--- config.mk ---
export PLATFORM = sky130hd
export DESIGN_NAME = serial_adder_ctrl
export DESIGN_NICKNAME = d
export VERILOG_FILES = /design/src/rtl/serial_adder_ctrl_pkg.sv /design/src/rtl/fa_bit_cell.sv /design/src/rtl/serial_adder_ctrl.sv
export SDC_FILE = /design/constraint.sdc
export NUM_CORES = 1
export LEC_CHECK = 0
export CAP_MARGIN = 30
export CORE_UTILIZATION = 52
export DETAILED_ROUTE_END_ITERATION = 16
export PLACE_DENSITY = 0.83
export SYNTH_ARGS = -nofsm -noshare
export SYNTH_HDL_FRONTEND = slang
export SYNTH_SLANG_ARGS = --single-unit
--- constraint.sdc ---
create_clock -name clk -period 3.4 [get_ports clk]
set_input_delay 0.34 -clock clk [delete_from_list [all_inputs] [get_ports clk]]
set_output_delay 0.34 -clock clk [all_outputs]
set_load 0.03 [all_outputs]
--- src/rtl/serial_adder_ctrl_pkg.sv ---
// Shared definitions for the bit-serial adder controller: FSM state encoding
// and the sizing helper for the bit counter.
package serial_adder_ctrl_pkg;

    typedef enum logic [1:0] {
        ST_IDLE = 2'd0,
        ST_RUN  = 2'd1,
        ST_DONE = 2'd2
    } state_t;

    // The counter must hold 0..WIDTH without wrapping inside one operation.
    function automatic int cnt_width(input int width);
        return (width < 1) ? 1 : $clog2(width + 1);
    endfunction

endpackage

--- src/rtl/fa_bit_cell.sv ---
// Combinational 1-bit full adder; the single shared arithmetic cell that the
// serial controller time-multiplexes across all operand bits.
module fa_bit_cell (
    input  logic x,
    input  logic y,
    input  logic ci,
    output logic s,
    output logic co
);

    assign s  = x ^ y ^ ci;
    assign co = (x & y) | (x & ci) | (y & ci);

endmodule

--- src/rtl/serial_adder_ctrl.sv ---
// Bit-serial adder controller: adds two WIDTH-bit operands LSB first through
// one shared full-adder cell, with a start/busy/done handshake.
//
// Handshake: start is sampled on a rising edge only when busy is low (IDLE or
// DONE); that edge captures a, b and cin. busy is high for exactly WIDTH cycles,
// then done pulses for one cycle while sum/cout/ovf are valid. Results hold
// until the next accepting edge; start while busy is dropped, never queued.
module serial_adder_ctrl
    import serial_adder_ctrl_pkg::*;
#(
    parameter int WIDTH = 8
) (
    input  logic             clk,
    input  logic             rst_n,
    input  logic             start,
    input  logic [WIDTH-1:0] a,
    input  logic [WIDTH-1:0] b,
    input  logic             cin,
    output logic             busy,
    output logic             done,
    output logic [WIDTH-1:0] sum,
    output logic             cout,
    output logic             ovf,
    output logic [1:0]       state_dbg
);

    localparam int             CW       = cnt_width(WIDTH);
    localparam logic [CW-1:0]  LAST_BIT = CW'(WIDTH - 1);

    state_t           state_q;
    state_t           state_d;
    logic [WIDTH-1:0] a_sh;
    logic [WIDTH-1:0] b_sh;
    logic [WIDTH-1:0] sum_q;
    logic [WIDTH-1:0] sum_shift;
    logic [CW-1:0]    cnt_q;
    logic             c_q;
    logic             cout_q;
    logic             ovf_q;
    logic             s_bit;
    logic             c_next;
    logic             accept;
    logic             run;
    logic             last_bit;

    fa_bit_cell u_fa (
        .x  (a_sh[0]),
        .y  (b_sh[0]),
        .ci (c_q),
        .s  (s_bit),
        .co (c_next)
    );

    assign run      = (state_q == ST_RUN);
    assign accept   = start && !run;
    assign last_bit = run && (cnt_q == LAST_BIT);

    // New sum bit enters at the MSB so that after WIDTH shifts bit 0 is at the LSB.
    if (WIDTH == 1) begin : g_sum_w1
        assign sum_shift = s_bit;
    end else begin : g_sum_wn
        assign sum_shift = {s_bit, sum_q[WIDTH-1:1]};
    end

    // State register
    always_ff @(posedge clk or negedge rst_n) begin
        if (!rst_n) begin
            state_q <= ST_IDLE;
        end else begin
            state_q <= state_d;
        end
    end

    // Next-state logic
    always_comb begin
        state_d = state_q;
        unique case (state_q)
            ST_IDLE: if (start) state_d = ST_RUN;
            ST_RUN:  if (last_bit) state_d = ST_DONE;
            ST_DONE: state_d = start ? ST_RUN : ST_IDLE;
            default: state_d = ST_IDLE;
        endcase
    end

    // Output logic
    always_comb begin
        busy = 1'b0;
        done = 1'b0;
        unique case (state_q)
            ST_RUN:  busy = 1'b1;
            ST_DONE: done = 1'b1;
            default: begin
                busy = 1'b0;
                done = 1'b0;
            end
        endcase
    end

    // Datapath: operand shifters, running carry, bit counter and result registers
    always_ff @(posedge clk or negedge rst_n) begin
        if (!rst_n) begin
            a_sh   <= '0;
            b_sh   <= '0;
            sum_q  <= '0;
            cnt_q  <= '0;
            c_q    <= 1'b0;
            cout_q <= 1'b0;
            ovf_q  <= 1'b0;
        end else if (accept) begin
            a_sh  <= a;
            b_sh  <= b;
            c_q   <= cin;
            cnt_q <= '0;
        end else if (run) begin
            a_sh  <= a_sh >> 1;
            b_sh  <= b_sh >> 1;
            sum_q <= sum_shift;
            c_q   <= c_next;
            cnt_q <= cnt_q + CW'(1);
            // c_q here is the carry into the MSB; c_next is the carry out of it.
            if (last_bit) begin
                cout_q <= c_next;
                ovf_q  <= c_q ^ c_next;
            end
        end
    end

    assign sum       = sum_q;
    assign cout      = cout_q;
    assign ovf       = ovf_q;
    assign state_dbg = state_q;

endmodule
==> run summary <==
Status - completed
Pins Over Slew Limit - 0
WP data arrival - 1.97 ns
Global-route wire length before repair - 4.33 mm
Leakage power total - 0.886 nW
Port buffer count - 33
Hold Path Class - primary input to asynchronous set/reset pin
DP Cell Count - 196
TritonCTS clock tree - done
# rows - 18
Max Cap Viol - 0
Relative slew slack - 57.3%
Final design utilization - 72.2%
CTS Buf Count - 5
Die width - 55.1 µm
CTS H-tree depth - 2
Net Sw Frac - 41.1%
GRT Total Usage - 21.3%
EDFF count, synth - 0
DRT Pass-1 Iters - 4
Largest area contributor in the synthesized netlist - dfrtp_1
R2r startpoint - state_dbg[1]
# DRC - 0
Final Non-Filler Cells - 203
Syn_area_per_cell - 10.6 µm²
Psw - 630 µW
CTS Hold Bufs - 0
Sequential share of power - 43.3%
CTS Sinks - 33
Syn Inst Count - 139
CP Max Fanout - 15
Final Power - 1.53 mW
Total Wirelength - 2.74 mm
Routed vias/inst - 5.37
FF-to-FF setup slack - 1.75 ns
Worst EP required - 3.06 ns
Maximum VDD drop - 0.000647 V
First DRT Iteration DRCs - 8
Synth unique cells - 21
Die area - 3040 µm²
Setup WS post-layout - 1.09 ns
Via count - 1091
Most frequent cells in the layout - nand2_1 (43), dfrtp_1 (33), clkdlybuf4s50_1 (33)
Post_cts resized - 0
Postcts setup bufs - 0
Final GP Congestion - 0.717
Pint - 903 µW
Clock buffer depth - 2
Core Box Area - 2570 µm²
Setup TNS - 0 ns
Final worst path period need - 2.31 ns
R2r worst-path depth - 3
Final Hold Fails - 0
Top cell type's share of synthesized area - 56.3%
Area Growth Syn to Fin - 26.3%
Commonest non-fill, non-tap cell in the layout - nand2_1
Post-synthesis register bit count - 33
I/O Pins - 34
Worst r2r dst - cout
Post-synthesis instance area - 1470 µm²
Dpl hpwl - 1.90 mm
Startpoint Class - flop
Final Skew - 0.00718 ns
Antenna cells - 0
Main flop type after synthesis - dfrtp_1
ANT nets after route - 0
Yosys Warn Count - 0
Unrepaired setup endpoints after global routing - false
Crit path to - busy
Net Count, Synth - 161
Clock Latency Late Sink - 0.32 ns
Final worst-path cycle share - 68.0%
Initial Utilization - 57.2%
Worst setup startpoint - state_dbg[1]
Pin count of the biggest net entering global routing - 45
Grt ovf - 0
Final setup viols - 0
Clock-pin transition on the worst setup and hold timing paths - 0.09 ns
Initial antenna violation count - 0
Die Y - 55.1 µm
Cell Pwr Density - 827 nW/µm²
Root Buffer - clkbuf_4
Fin nets - 196
Vias in the first global route - 1057
Crit. End Element - primary output
Register area share after synthesis - 56.3%
Setup CP Type - flop to primary output
Layout cells sized above 1 - 7.51%
Worst-margin pin slew - 0.640 ns
FFs w/ async S/R, synth - 100%
Pre-CTS WS - 1.24 ns
Fmax - 433 MHz
Drt wl/cell - 13.5 µm
Combinational Power Share - 44.2%
Largest cells by area after synthesis - dfrtp_1 (56%), mux2i_1 (12%), nand2_1 (11%)
Clock power frac - 12.5%
-- worst max-delay path, stage by stage, from the launching register on --
cell             delay, ns
dfrtp_1               0.40
nand2b_1              0.43
inv_2                 0.15
clkdlybuf4s50_1       0.67
-- state kept, by name, indices dropped and copies added, names as in the netlist --
name,cells
a_sh,8
b_sh,8
sum,8
cnt_q,4
state_dbg,2
c_q,1
cout,1
ovf,1
-- Yosys cell counts (2+ instances only) --
master   number
buf_2         3
buf_4         2
dfrtp_1      33
mux2_4        2
mux2i_1      18
nand2_1      43
nand3_1       3
nor2_1        2
o21ai_0      20
xor2_1        2
-- through the flow --
stage | instance area, µm² | hold WS (ns)
2_1_floorplan | 1470 | 0.0444
3_5_place_dp | 1800 | 0.468
3_3_place_gp | 1800 | 0.459
5_1_grt | 1850 | 0.448
6_report | 1850 | 0.421
4_1_cts | 1840 | 0.428
-- how the worst min path moves through the flow --
stage	endpoint	slack, ns
after floorplan	a_sh[0]	0.04
after global placement	a_sh[4]	0.46
after detailed placement	b_sh[0]	0.47
after CTS	state_dbg[0]	0.43
after global routing	a_sh[1]	0.45
final	cnt_q[0]	0.42
-- power groups by stage --
| stage | registers [mW] | clock network [mW] | logic, mW |
|---|---|---|---|
| after floorplan | 0.762 | 0 | 0.358 |
| after global placement | 0.658 | 0 | 0.657 |
| after detailed placement | 0.670 | 0 | 0.683 |
| after CTS | 0.665 | 0.197 | 0.687 |
| after global routing | 0.683 | 0.212 | 0.757 |
| final | 0.663 | 0.192 | 0.678 |
-- layer usage --
metal / vias to the layer above / part of all wire [%] / GRT usage, %
met2: 25 / 53 / 38.0
li1: 528 / - / -
met5: - / 0 / 0
met3: 4 / 3.8 / 6.56
met4: 0 / 1.1 / 11.3
met1: 534 / 43 / 22.2
-- logic make-up (layout without fill, tap and decap cells) --
| family | after synthesis | in the layout | share of synthesized area [%] |
|---|---|---|---|
| multiplexers | 21 | 21 | 15.1 |
| AND/OR/NAND/NOR | 51 | 51 | 14.5 |
| XOR/XNOR | 2 | 2 | 1.19 |
| AO/OA/AOI/OAI | 20 | 20 | 6.82 |
| flip-flops | 33 | 33 | 56.3 |
| adder cells (fa/ha/maj) | 2 | 2 | 2.22 |
| buffers and inverters | 10 | 44 | 3.92 |
-- layout make-up --
| class | count | area (µm²) |
|---|---|---|
| repair buffers | 36 | 357 |
| fillers | 209 | 713 |
| multi-input cells | 96 | 584 |
| clock buffers | 5 | 37.5 |
| clock inverters | 1 | 5.00 |
| flip-flops and latches | 33 | 826 |
| inverters | 2 | 7.51 |
| well taps | 30 | 37.5 |
Power figures use the tool's default switching activity.
==> edit 1, RTL diff (config.mk and constraints unchanged) <==
`WIDTH`: 8 -> 12.
--- a/src/rtl/serial_adder_ctrl.sv
+++ b/src/rtl/serial_adder_ctrl.sv
@@ -10,3 +10,3 @@
 #(
-    parameter int WIDTH = 8
+    parameter int WIDTH = 12
 ) (
Ports: changed (resized a, b and sum); port bits go from 34 to 46. No check against the original RTL was run, so the function may have changed too.
==> edit 1 against the unedited design <==
  * Total power up 45%
  * Sequential cell count up 12
  * Routed wire length increased by 34%
  * Die area is 43% higher
  * Largest power group unchanged
  * Final area increased by 42%
  * Register-to-register slack got worse by 0.12 ns
  * Synthesized area is 44% higher
  * Worst setup slack better by 0.39 ns
==> edit 1: results <==
{
  "outcome": "finished clean",
  "tightest_slew_ns": 0.787,
  "ys_warn_count": 0,
  "via_count": 1342,
  "drt_iter0_markers": 66,
  "r2r_cells": 4,
  "crit_fanout": 4,
  "grt_pass1_wl_mm": 6.57,
  "firstDrtPassIters": 4,
  "fill_cells": 264,
  "globalplace.congestion": 0.742,
  "grtUsageMet1_pct": 26.0,
  "p_leak_nw": 1.26,
  "dpl_cell_area_sq_mm": 0.00250,
  "r2r_slack_ns": 1.63,
  "cpPeakStageDelay_ns": 0.70,
  "irDropWorstVdd_mv": 0.460,
  "synth.net_count": 195,
  "clock_latency_ns": 0.30,
  "post-place-ws_ns": 1.18,
  "arrival_ns": 1.58,
  "async_reset_ff_share_pct": 100,
  "synth_area_leaders": "dfrtp_1 (53%), mux2i_1 (12%), mux2_4 (7.8%)",
  "yosysUniqueCellTypes": 29,
  "drive_above_1_share_pct": 15.7,
  "finalSetupViolCount": 0,
  "clk_transition_reported_paths_ns": 0.08,
  "synth_seq_area_share_pct": 53.2,
  "layout.nets": 239,
  "num_antenna_cells": 0,
  "cts_buffers": 5,
  "avgRoutedWirePerCell_um": 14.3,
  "synthTopCellsByCount": "dfrtp_1 (45), mux2i_1 (26), nand2_1 (24), o21ai_0 (22), mux2_4 (11)",
  "multiInputGateArea_sq_um": 848,
  "holdCritPathClass": "input pin to asynchronous set/reset pin",
  "clockRootBuffer": "clkbuf_8",
  "dp_hpwl_mm": 2.63,
  "grt_max_degree": 70,
  "globalRouteMet3Util_pct": 6.90,
  "grt_use_total_pct": 20.5,
  "first_global_vias": 1426,
  "use_met2_pct": 32.8,
  "io_buffers": 45,
  "timing.rr.end": "cout",
  "clock_skew_ns": 0.00303
}
[edit 1: changes by cell type after synthesis, sizes merged, moves of 2 or more]
cell,unedited run,this run
buf,6,8
clkbuf,2,4
dfrtp,33,45
mux2,3,16
mux2i,18,26
nand2,43,24
o21ai,20,24
[edit 1: through the flow]
step / hold slack (ns) / std cells
floorplan: 0.0444 / 165
global placement: 0.458 / 248
detailed placement: 0.476 / 248
CTS: 0.219 / 256
global route: 0.388 / 258
finish: 0.384 / 258
[edit 1: routing by layer]
metal  share of wire (%)  wire [um]
met4                 1.4         51
met5                   0          0
met1                  44       1620
met3                 5.1        186
met2                  49       1820
[edit 1: area by class of cell]
cell class	count	area share (%)
clock buffer	7	3.66
timing repair buffer	49	18.6
inverter	1	0.143
sequential	45	42.8
tap	48	2.28
multi-input combinational	107	32.3
clock inverter	1	0.190
[edit 1: where the power goes]
part / switching (mW) / total [mW] / internal (mW) / leakage (nW)
combinational: 0.483 / 0.957 / 0.475 / 0.628
clock: 0.175 / 0.358 / 0.184 / 0.0542
sequential: 0.151 / 0.902 / 0.751 / 0.575
total: 0.809 / 2.22 / 1.41 / 1.26
[edit 1: worst register-to-register path, cell delays in order (launching register included)]
cell and delay, ns:
dfrtp_1 0.44, nor2b_4 0.15, buf_4 0.58, nand3_4 0.18, mux2_4 0.33
[edit 1: logic make-up after synthesis]
family	synth area share [%]
DFF	53.2
xor gates and xnor gates	0.827
adders and majority gates	1.54
buffers and inverters	6.79
AOI/OAI and AO/OA	7.03
muxes	22.7
and+or+nand+nor	7.92
[edit 1: what timing repair did]
item / CTS / global route
buffers inserted: 0 / 0
resized for setup: 0 / 0
hold buffers: 0 / 1
endpoints found under the hold margin: 0 / 4
[edit 1: how the worst max path moves through the flow]
stage                 start        to  slack, ns  cells past startpoint
2_1_floorplan  state_dbg[0]      busy       1.91                      4
5_1_grt               start  b_sh[10]       1.37                      4
4_1_cts        state_dbg[1]      busy       1.45                      2
3_3_place_gp          start  b_sh[10]       1.27                      4
3_5_place_dp          start  b_sh[10]       1.18                      4
6_report       state_dbg[1]      busy       1.48                      2
==> edit 2, RTL diff (config.mk and constraints unchanged) <==
Without the edit above. Register the inputs `start`, `a`, `b` and `cin` before use, with the module's reset. The logic sees them one clock later. Comments in the files are not updated.
--- a/src/rtl/serial_adder_ctrl.sv
+++ b/src/rtl/serial_adder_ctrl.sv
@@ -29,2 +29,21 @@
 
+    logic start_q;
+    logic [WIDTH-1:0] a_q;
+    logic [WIDTH-1:0] b_q;
+    logic cin_q;
+
+    always_ff @(posedge clk or negedge rst_n) begin
+        if (!rst_n) begin
+            start_q <= '0;
+            a_q     <= '0;
+            b_q     <= '0;
+            cin_q   <= '0;
+        end else begin
+            start_q <= start;
+            a_q     <= a;
+            b_q     <= b;
+            cin_q   <= cin;
+        end
+    end
+
     state_t           state_q;
@@ -54,3 +73,3 @@
     assign run      = (state_q == ST_RUN);
-    assign accept   = start && !run;
+    assign accept   = start_q && !run;
     assign last_bit = run && (cnt_q == LAST_BIT);
@@ -77,5 +96,5 @@
         unique case (state_q)
-            ST_IDLE: if (start) state_d = ST_RUN;
+            ST_IDLE: if (start_q) state_d = ST_RUN;
             ST_RUN:  if (last_bit) state_d = ST_DONE;
-            ST_DONE: state_d = start ? ST_RUN : ST_IDLE;
+            ST_DONE: state_d = start_q ? ST_RUN : ST_IDLE;
             default: state_d = ST_IDLE;
@@ -109,5 +128,5 @@
         end else if (accept) begin
-            a_sh  <= a;
-            b_sh  <= b;
-            c_q   <= cin;
+            a_sh  <= a_q;
+            b_sh  <= b_q;
+            c_q   <= cin_q;
             cnt_q <= '0;
Behaviour: not the same (a bounded check fails within 4 cycles, from zero or initial values and one cycle with rst_n low).
==> edit 2 against the unedited design <==
  * Synthesized area rose by 32%
  * Sequential power rose by 37%
  * Total power rose by 25%
  * Sequential cell count rose by 18
  * Worst setup slack improved by 0.29 ns
  * Largest power group is now sequential cells
  * Critical path type unchanged
  * Routed wire length rose by 19%
  * Count of clock-buffer cells in the layout did not move
  * Final area rose by 28%
==> edit 2: results <==
{
  "outcome": "finished clean",
  "clockRootBuffer": "clkbuf_8",
  "grt_pass1_wl_mm": 5.90,
  "synth_seq_area_share_pct": 65.9,
  "syn_area_per_cell_sq_um": 12.3,
  "drt_iter0_markers": 93,
  "synthTopCellsByCount": "dfrtp_1 (51), nand2_1 (45), mux2i_1 (18), o21ai_0 (16)",
  "placed_cells": 231,
  "cts_resized": 0,
  "drive_above_1_share_pct": 8.25,
  "ys_warn_count": 0,
  "post_synth_fa_ha_maj_area_fraction_pct": 1.68,
  "synth.net_count": 180,
  "wl_met3_um": 113,
  "cts_buffers": 5,
  "vias_per_cell": 5.13,
  "layout.nets": 215,
  "p_leak_nw": 1.12,
  "grt_max_degree": 48,
  "wl_met1_mm": 1.34,
  "crit_fanout": 13,
  "dp_hpwl_mm": 2.29,
  "yosysUniqueCellTypes": 23,
  "synth_compound_area_share_pct": 5.68,
  "arrival_ns": 1.68,
  "synth_area_leaders": "dfrtp_1 (66%), mux2i_1 (9.3%), nand2_1 (8.7%)",
  "clock_skew_ns": 0.00543,
  "wl_met2_mm": 1.74,
  "async_reset_ff_share_pct": 100,
  "clock_latency_ns": 0.30,
  "first_global_vias": 1252,
  "grt_antenna_before_repair": 0,
  "holdBufCountCts": 1,
  "drt_wl_total_mm": 3.27,
  "holdCritPathClass": "input pin to flip-flop",
  "num_antenna_cells": 0,
  "firstDrtPassIters": 4,
  "clk_transition_reported_paths_ns": 0.09,
  "top_layer_used": "met4",
  "post_cts_buffers": 0,
  "io_buffers": 33,
  "irDropWorstVdd_mv": 0.349,
  "dpl_cell_area_sq_mm": 0.00228,
  "via_count": 1230,
  "grt_use_total_pct": 20.0,
  "tightest_slew_ns": 0.953,
  "cts_max_level": 2,
  "synthMuxAreaShare_pct": 11.0,
  "clockBufferDepth": 2,
  "synth-xor-area-share_pct": 0.452,
  "globalplace.congestion": 0.728
}
edit 2: cells by family after synthesis:
| kind of cell | count (synthesis) |
|---|---|
| compound gates | 21 |
| mux | 21 |
| buf+inv | 10 |
| xor+xnor | 1 |
| simple gates | 52 |
| fa+ha+maj | 2 |
| flops | 51 |
edit 2: final cells by class:
| type | instances | area (sq um) |
|---|---|---|
| repair buffers | 36 | 363 |
| multi-input cells | 97 | 588 |
| clock buffers | 5 | 68.8 |
| clock inverters | 3 | 15.0 |
| flip-flops and latches | 51 | 1280 |
| fillers | 255 | 1070 |
| well taps | 46 | 57.6 |
| inverters | 2 | 7.51 |
edit 2: path summary, 6_finish.rpt:
kind | from | to | slack (ns) | cells past startpoint
max | state_dbg[1] | busy | 1.38 | 3
min | b[3] | b_q[3] | 0.46 | 1
max reg2reg | state_dbg[1] | cnt_q[2] | 1.75 | 5
min reg2reg | b_sh[6] | b_sh[5] | 0.49 | 2
max in group asynchronous | rst_n | a_q[2] | 2.40 | 3
min in group asynchronous | rst_n | cnt_q[2] | 0.49 | 2
edit 2: critical path, stage by stage (launching register included):
cell,delay [ns]
dfrtp_1,0.40
nand2b_4,0.22
inv_2,0.08
clkdlybuf4s50_1,0.66
edit 2: metrics by stage:
stage,setup WS [ns],total power [mW]
after global routing,1.33,2.04
after CTS,1.36,1.93
final,1.38,1.91
after detailed placement,1.71,1.60
after floorplan,1.99,1.37
after global placement,1.76,1.54
edit 2: routing by layer:
layer	GRT usage, %	vias up
met5	0	-
met3	6.75	7
li1	-	586
met2	32.3	26
met1	23.7	611
met4	10.2	0
edit 2: power by group:
group	switching (mW)	internal [mW]	total, mW
logic	0.399	0.274	0.673
clock network	0.189	0.141	0.330
registers	0.132	0.776	0.908
